--- src/rtl/ps2_frame_rx_pkg.sv ---
// Shared PS/2 definitions: receiver FSM encodings, frame geometry, default timeout
// and the keyboard command bytes used further downstream by ps2_keyboard.
package ps2_frame_rx_pkg;

    typedef enum logic [1:0] {
        ST_IDLE   = 2'd0,
        ST_DATA   = 2'd1,
        ST_PARITY = 2'd2,
        ST_STOP   = 2'd3
    } rx_state_t;

    // start + 8 data + parity + stop
    localparam int PS2_FRAME_BITS      = 11;
    localparam int DEFAULT_TIMEOUT_CYC = 60000;

    typedef enum logic [7:0] {
        KBD_CMD_SET_LEDS = 8'hED,
        KBD_CMD_ECHO     = 8'hEE,
        KBD_CMD_SCANSET  = 8'hF0,
        KBD_CMD_SET_RATE = 8'hF3,
        KBD_CMD_ENABLE   = 8'hF4,
        KBD_CMD_DISABLE  = 8'hF5,
        KBD_CMD_RESEND   = 8'hFE,
        KBD_CMD_RESET    = 8'hFF
    } kbd_cmd_t;

endpackage

--- src/rtl/ps2_filter.sv ---
// One PS/2 line: 2-flop synchroniser followed by a run-length glitch filter that
// also emits a one-cycle falling-edge strobe of the filtered level.
module ps2_filter #(
    parameter int FILTER_LEN = 4
) (
    input  logic iClk,
    input  logic iRst,
    input  logic iPin,
    output logic oLevel,
    output logic oFall
);

    localparam int CW = (FILTER_LEN < 2) ? 1 : $clog2(FILTER_LEN + 1);

    logic          sync_p0;
    logic          sync_p1;
    logic [CW-1:0] run_cnt;

    // sync_p0 -> sync_p1 -> filtered level
    always_ff @(posedge iClk or posedge iRst) begin
        if (iRst) begin
            sync_p0 <= 1'b1;
            sync_p1 <= 1'b1;
            run_cnt <= '0;
            oLevel  <= 1'b1;
            oFall   <= 1'b0;
        end else begin
            sync_p0 <= iPin;
            sync_p1 <= sync_p0;
            oFall   <= 1'b0;
            if (sync_p1 == oLevel) begin
                run_cnt <= '0;
            end else if (run_cnt == CW'(FILTER_LEN - 1)) begin
                // this sample completes a run of FILTER_LEN differing samples
                run_cnt <= '0;
                oLevel  <= sync_p1;
                oFall   <= oLevel;
            end else begin
                run_cnt <= run_cnt + 1'b1;
            end
        end
    end

endmodule

--- src/rtl/ps2_frame_rx.sv ---
// PS/2 device-to-host frame receiver with first-word-fall-through scancode FIFO.
// Optional mid-frame watchdog enabled by defining PS2_RX_TIMEOUT_EN.
module ps2_frame_rx
    import ps2_frame_rx_pkg::*;
#(
    parameter int FILTER_LEN  = 4,
    parameter int FIFO_DEPTH  = 8,
    parameter int TIMEOUT_CYC = DEFAULT_TIMEOUT_CYC
) (
    input  logic       iClk,
    input  logic       iRst,
    input  logic       iPs2Clk,
    input  logic       iPs2Dat,
    input  logic       iPop,
    input  logic       iClrErr,
    output logic [7:0] oData,
    output logic       oValid,
    output logic [4:0] oCount,
    output logic       oOverflow,
    output logic       oFrameErr
);

    localparam int AW        = $clog2(FIFO_DEPTH);
    localparam int DATA_BITS = PS2_FRAME_BITS - 3;

    function automatic logic frame_good(input logic [DATA_BITS-1:0] d,
                                        input logic par_bit,
                                        input logic stop_bit);
        return (^{d, par_bit}) & stop_bit;
    endfunction

    logic clk_fall;
    logic dat_level;
    logic unused_clk_level;
    logic unused_dat_fall;

    ps2_filter #(.FILTER_LEN(FILTER_LEN)) u_clk_filter (
        .iClk   (iClk),
        .iRst   (iRst),
        .iPin   (iPs2Clk),
        .oLevel (unused_clk_level),
        .oFall  (clk_fall)
    );

    ps2_filter #(.FILTER_LEN(FILTER_LEN)) u_dat_filter (
        .iClk   (iClk),
        .iRst   (iRst),
        .iPin   (iPs2Dat),
        .oLevel (dat_level),
        .oFall  (unused_dat_fall)
    );

    rx_state_t                state;
    logic [2:0]               bitcnt;
    logic [DATA_BITS-1:0]     shreg;
    logic                     par;
    logic                     push_req;

    logic [DATA_BITS-1:0]     mem [FIFO_DEPTH];
    logic [AW-1:0]            rd_ptr;
    logic [AW-1:0]            wr_ptr;
    logic [4:0]               count;
    logic                     do_pop;
    logic                     full;
    logic                     push_ok;

`ifdef PS2_RX_TIMEOUT_EN
    localparam int TW = $clog2(TIMEOUT_CYC + 1);
    logic [TW-1:0] tcnt;
`else
    logic unused_timeout_cyc;
    assign unused_timeout_cyc = ^TIMEOUT_CYC;
`endif

    // frame FSM: push/error flags land in the cycle after the stop-bit fall
    always_ff @(posedge iClk or posedge iRst) begin
        if (iRst) begin
            state     <= ST_IDLE;
            bitcnt    <= '0;
            push_req  <= 1'b0;
            oFrameErr <= 1'b0;
`ifdef PS2_RX_TIMEOUT_EN
            tcnt      <= '0;
`endif
        end else begin
            push_req  <= 1'b0;
            oFrameErr <= 1'b0;
            if (clk_fall) begin
`ifdef PS2_RX_TIMEOUT_EN
                tcnt <= '0;
`endif
                case (state)
                    ST_IDLE: begin
                        if (!dat_level) begin
                            state  <= ST_DATA;
                            bitcnt <= '0;
                        end
                    end
                    ST_DATA: begin
                        if (bitcnt == 3'(DATA_BITS - 1)) begin
                            state <= ST_PARITY;
                        end else begin
                            bitcnt <= bitcnt + 1'b1;
                        end
                    end
                    ST_PARITY: begin
                        state <= ST_STOP;
                    end
                    ST_STOP: begin
                        state <= ST_IDLE;
                        if (frame_good(shreg, par, dat_level)) begin
                            push_req <= 1'b1;
                        end else begin
                            oFrameErr <= 1'b1;
                        end
                    end
                    default: state <= ST_IDLE;
                endcase
            end
`ifdef PS2_RX_TIMEOUT_EN
            else if (state == ST_IDLE) begin
                tcnt <= '0;
            end else if (tcnt == TW'(TIMEOUT_CYC - 1)) begin
                // a stalled partial frame (e.g. hot-plug) is abandoned
                state     <= ST_IDLE;
                oFrameErr <= 1'b1;
                tcnt      <= '0;
            end else begin
                tcnt <= tcnt + 1'b1;
            end
`endif
        end
    end

    assign do_pop  = iPop && (count != 5'd0);
    assign full    = (count == 5'(FIFO_DEPTH));
    assign push_ok = push_req && (!full || do_pop);

    // datapath: shift register, parity latch and FIFO storage carry no reset
    always_ff @(posedge iClk) begin
        if (clk_fall && state == ST_DATA) begin
            shreg[bitcnt] <= dat_level;
        end
        if (clk_fall && state == ST_PARITY) begin
            par <= dat_level;
        end
        if (push_ok) begin
            mem[wr_ptr] <= shreg;
        end
    end

    // FIFO control
    always_ff @(posedge iClk or posedge iRst) begin
        if (iRst) begin
            rd_ptr    <= '0;
            wr_ptr    <= '0;
            count     <= '0;
            oOverflow <= 1'b0;
        end else begin
            if (do_pop) begin
                rd_ptr <= rd_ptr + 1'b1;
            end
            if (push_ok) begin
                wr_ptr <= wr_ptr + 1'b1;
            end
            case ({push_ok, do_pop})
                2'b10:   count <= count + 1'b1;
                2'b01:   count <= count - 1'b1;
                default: count <= count;
            endcase
            // overflow set takes priority over a same-cycle clear
            if (push_req && full && !do_pop) begin
                oOverflow <= 1'b1;
            end else if (iClrErr) begin
                oOverflow <= 1'b0;
            end
        end
    end

    assign oValid = (count != 5'd0);
    assign oCount = count;
    assign oData  = oValid ? mem[rd_ptr] : 8'h00;

endmodule
--- config.mk ---
export PLATFORM = sky130hd
export DESIGN_NAME = ps2_frame_rx
export DESIGN_NICKNAME = d
export VERILOG_FILES = /design/src/rtl/ps2_frame_rx_pkg.sv /design/src/rtl/ps2_filter.sv /design/src/rtl/ps2_frame_rx.sv
export SDC_FILE = /design/constraint.sdc
export NUM_CORES = 1
export LEC_CHECK = 0
export ABC_AREA = 1
export CAP_MARGIN = 10
export CORE_MARGIN = 2
export CORE_UTILIZATION = 50
export DETAILED_ROUTE_END_ITERATION = 10
export PLACE_DENSITY_LB_ADDON = 0.2
export SLEW_MARGIN = 20
export SYNTH_ARGS = -nofsm -noshare
export SYNTH_HDL_FRONTEND = slang
export SYNTH_SLANG_ARGS = --single-unit
export TNS_END_PERCENT = 1
--- constraint.sdc ---
create_clock -name iClk -period 2.9 [get_ports iClk]
set_input_delay 0.58 -clock iClk [delete_from_list [all_inputs] [get_ports iClk]]
set_output_delay 0.58 -clock iClk [all_outputs]
set_load 0.05 [all_outputs]
==> impl_metrics.json, run 1 <==
{
  "ioPinCount": 22,
  "hold_violations": 0,
  "synthTopCellsByArea": "edfxtp_1 48%, dfrtp_1 14%, o21ai_0 5.6%, nor2_1 5.6%, nand2_1 4.4%",
  "mostFrequentLayoutCells": "73 x edfxtp_1, 68 x nor2_1, 54 x nand2_1, 51 x o21ai_0, 29 x inv_1",
  "status": "finished clean",
  "synth_nets": 423,
  "syn_area_um2": 4560,
  "r2r_slack_ns": 0.78,
  "setup_viol": 0,
  "fin_crit_ns": 2.74,
  "area_delta_synth_final_pct": 11.4,
  "maxSlewViolCount": 0,
  "worstHoldPathCells": 0,
  "die_y_um": 99.5,
  "worstHoldStart": "u_clk_filter.sync_p0",
  "cts.path.max_buffers": 2,
  "hold_class": "flop to flop",
  "worstPathRequired_ns": 2.32,
  "cp_max_fo": 22,
  "layout.cells.non_filler": 548,
  "drc_errors": 0,
  "path_clk_slew_ns": 0.11,
  "min_to": "u_clk_filter.sync_p1",
  "via_per_inst": 5.39,
  "fillers": 732,
  "synth-seq-area-share": 0.658,
  "globalplace.congestion": 0.853,
  "ys_warn_count": 0,
  "cts_tree": "done",
  "ir_drop_mv": 0.436,
  "syn_inst": 406,
  "clk_latency_ns": 0.38,
  "reg2reg_from": "oCount[0]",
  "tns_ns": 0,
  "max_slew_margin": 0.605,
  "track_usage": 0.189,
  "whs_ns": 0.363,
  "min_period_over_period": 0.944,
  "clockPowerShare": 0.178,
  "drive_gt1_frac": 0.127,
  "dp_cells": 532,
  "cp-end-kind": "output pin",
  "routed-via-count": 2951,
  "p_sw_mw": 2.00,
  "cts_hold_buffers": 0,
  "powerDensity_nw_per_um2": 921,
  "hpwl_um": 5850,
  "critPathKind": "flop to output pin",
  "grt_max_degree": 34,
  "r2r-end": "mem[6][5]",
  "core_area_um2": 8760,
  "ys_seq_elements": 105,
  "cts_resized": 0,
  "final_common_cell": "edfxtp_1",
  "drt-initial-drc-count": 175,
  "worstMarginPinSlew_ns": 0.592,
  "start_kind": "flop",
  "layout.nets": 452,
  "initial_utilization": 0.520,
  "fin_util": 0.579,
  "num_antenna_cells": 0,
  "worstPathArrival_ns": 2.16,
  "combPwrFrac": 0.426,
  "grt_pass1_wl_um": 14100,
  "avgSynthCellArea_um2": 11.2,
  "reg2reg_depth": 9,
  "cts-root-buf": "clkbuf_8",
  "synth_edf_count": 73,
  "synthArstFlopShare": 0.305,
  "die_w_um": 99.5,
  "synth_top_area_frac": 0.481,
  "fmax_ghz": 0.365,
  "seqPwrFrac": 0.396,
  "ys.flop_type": "edfxtp_1",
  "overflow": 0,
  "placementRows": 34,
  "drv_cap": 0,
  "clock_sinks": 105,
  "clock_skew_ns": 0.0135,
  "ys_types": 33,
  "drt-pass1-iter-count": 5,
  "p_sw_frac": 0.429,
  "antenna_found_initial": 0,
  "wl_per_cell_um": 15.9,
  "first_global_vias": 2774,
  "total_leakage_power_nw": 1.94,
  "cts_made_buffers": 9,
  "fp.dieArea_um2": 9890,
  "postCtsSetupRepairBufs": 0,
  "p_int_mw": 2.67,
  "rsz0062_at_grt": "no",
  "portBuffers": 21,
  "postRouteAntennaNets": 0,
  "htreeDepth": 3,
  "wl_um": 8710,
  "yosys.area.top_type": "edfxtp_1"
}
stage by stage:
stage	cell area [um^2]	power (mW)	setup WS, ns
finish	5080	4.68	0.163
detailed placement	4900	3.88	0.290
CTS	5080	4.70	0.217
global placement	4900	3.85	0.338
floorplan	4560	3.32	0.0531
global route	5080	4.97	0.0132
synth_stat cells, types with 3 or more instances:
library cell  instances
a21oi_1               3
a31oi_1               8
clkbuf_1             10
dfrtp_1              26
dfstp_2               6
edfxtp_1             73
ha_1                 11
inv_1                28
inv_2                 3
nand2_1              54
nand3_1              10
nand4_1               5
nor2_1               68
nor2_2                6
o21ai_0              51
o21ai_1               3
o22ai_1               8
xnor2_1               8
xor2_1                7
registers in the layout, summed over array words and instances, names as in the netlist, 2 cells and up:
register / count
u_dat_filter.run_cnt: 3
rd_ptr: 3
oCount: 5
state: 2
mem: 64
bitcnt: 3
u_clk_filter.run_cnt: 3
shreg: 8
wr_ptr: 3
worst max-delay path, stage by stage, from the launching register on:
cell	delay [ns]
dfrtp_1	0.39
inv_1	0.44
buf_4	0.28
o21ai_0	0.21
a31oi_1	0.24
buf_4	0.23
power by group through the flow:
stage	clock, mW	combinational [mW]	sequential [mW]
3_5_place_dp	0	1.99	1.89
4_1_cts	0.852	1.99	1.85
3_3_place_gp	0	1.97	1.88
5_1_grt	0.911	2.18	1.87
2_1_floorplan	0	1.33	1.99
6_report	0.833	1.99	1.85
how the worst max path moves through the flow:
stage,startpoint,endpoint
after floorplan,oCount[4],oData[0]
after global placement,iPop,mem[0][5]
after detailed placement,iPop,mem[6][3]
after CTS,rd_ptr[0],oData[0]
after global routing,rd_ptr[0],oData[2]
final,rd_ptr[0],oData[0]
cells by family after synthesis:
family / after synthesis / synth area share
buf+inv: 43 / 0.0362
compound gates: 73 / 0.0846
fa+ha+maj: 11 / 0.0302
xor+xnor: 15 / 0.0288
simple gates: 158 / 0.159
mux: 1 / 0.00247
flops: 105 / 0.658
layout make-up:
type                            instances  area (um^2)  share of cell area
Inverter                               32          123              0.0242
Multi-Input combinational cell        258         1390               0.274
Timing Repair Buffer                   29          250              0.0493
Clock buffer                            9          124              0.0244
Tap cell                              108          135              0.0266
Sequential cell                       105         3000               0.591
Clock inverter                          7         52.6              0.0104
layer usage:
metal	up-vias	part of all wire	GRT usage
li1	1441	-	-
met1	1373	0.46	0.276
met2	120	0.43	0.267
met3	17	0.086	0.0661
met4	0	0.023	0.0611
met5	-	0	0
Power figures use the tool's default switching activity.
==> run 2, diff against run 1 <==
--- a/config.mk
+++ b/config.mk
@@ -9,6 +9,7 @@
 export CAP_MARGIN = 10
 export CORE_MARGIN = 2
 export CORE_UTILIZATION = 50
+export CTS_CLUSTER_SIZE = 12
 export DETAILED_ROUTE_END_ITERATION = 10
 export PLACE_DENSITY_LB_ADDON = 0.2
 export SLEW_MARGIN = 20
==> results of run 2 <==
Same layout as run 1: the final DEF is identical, and so are final timing and power.
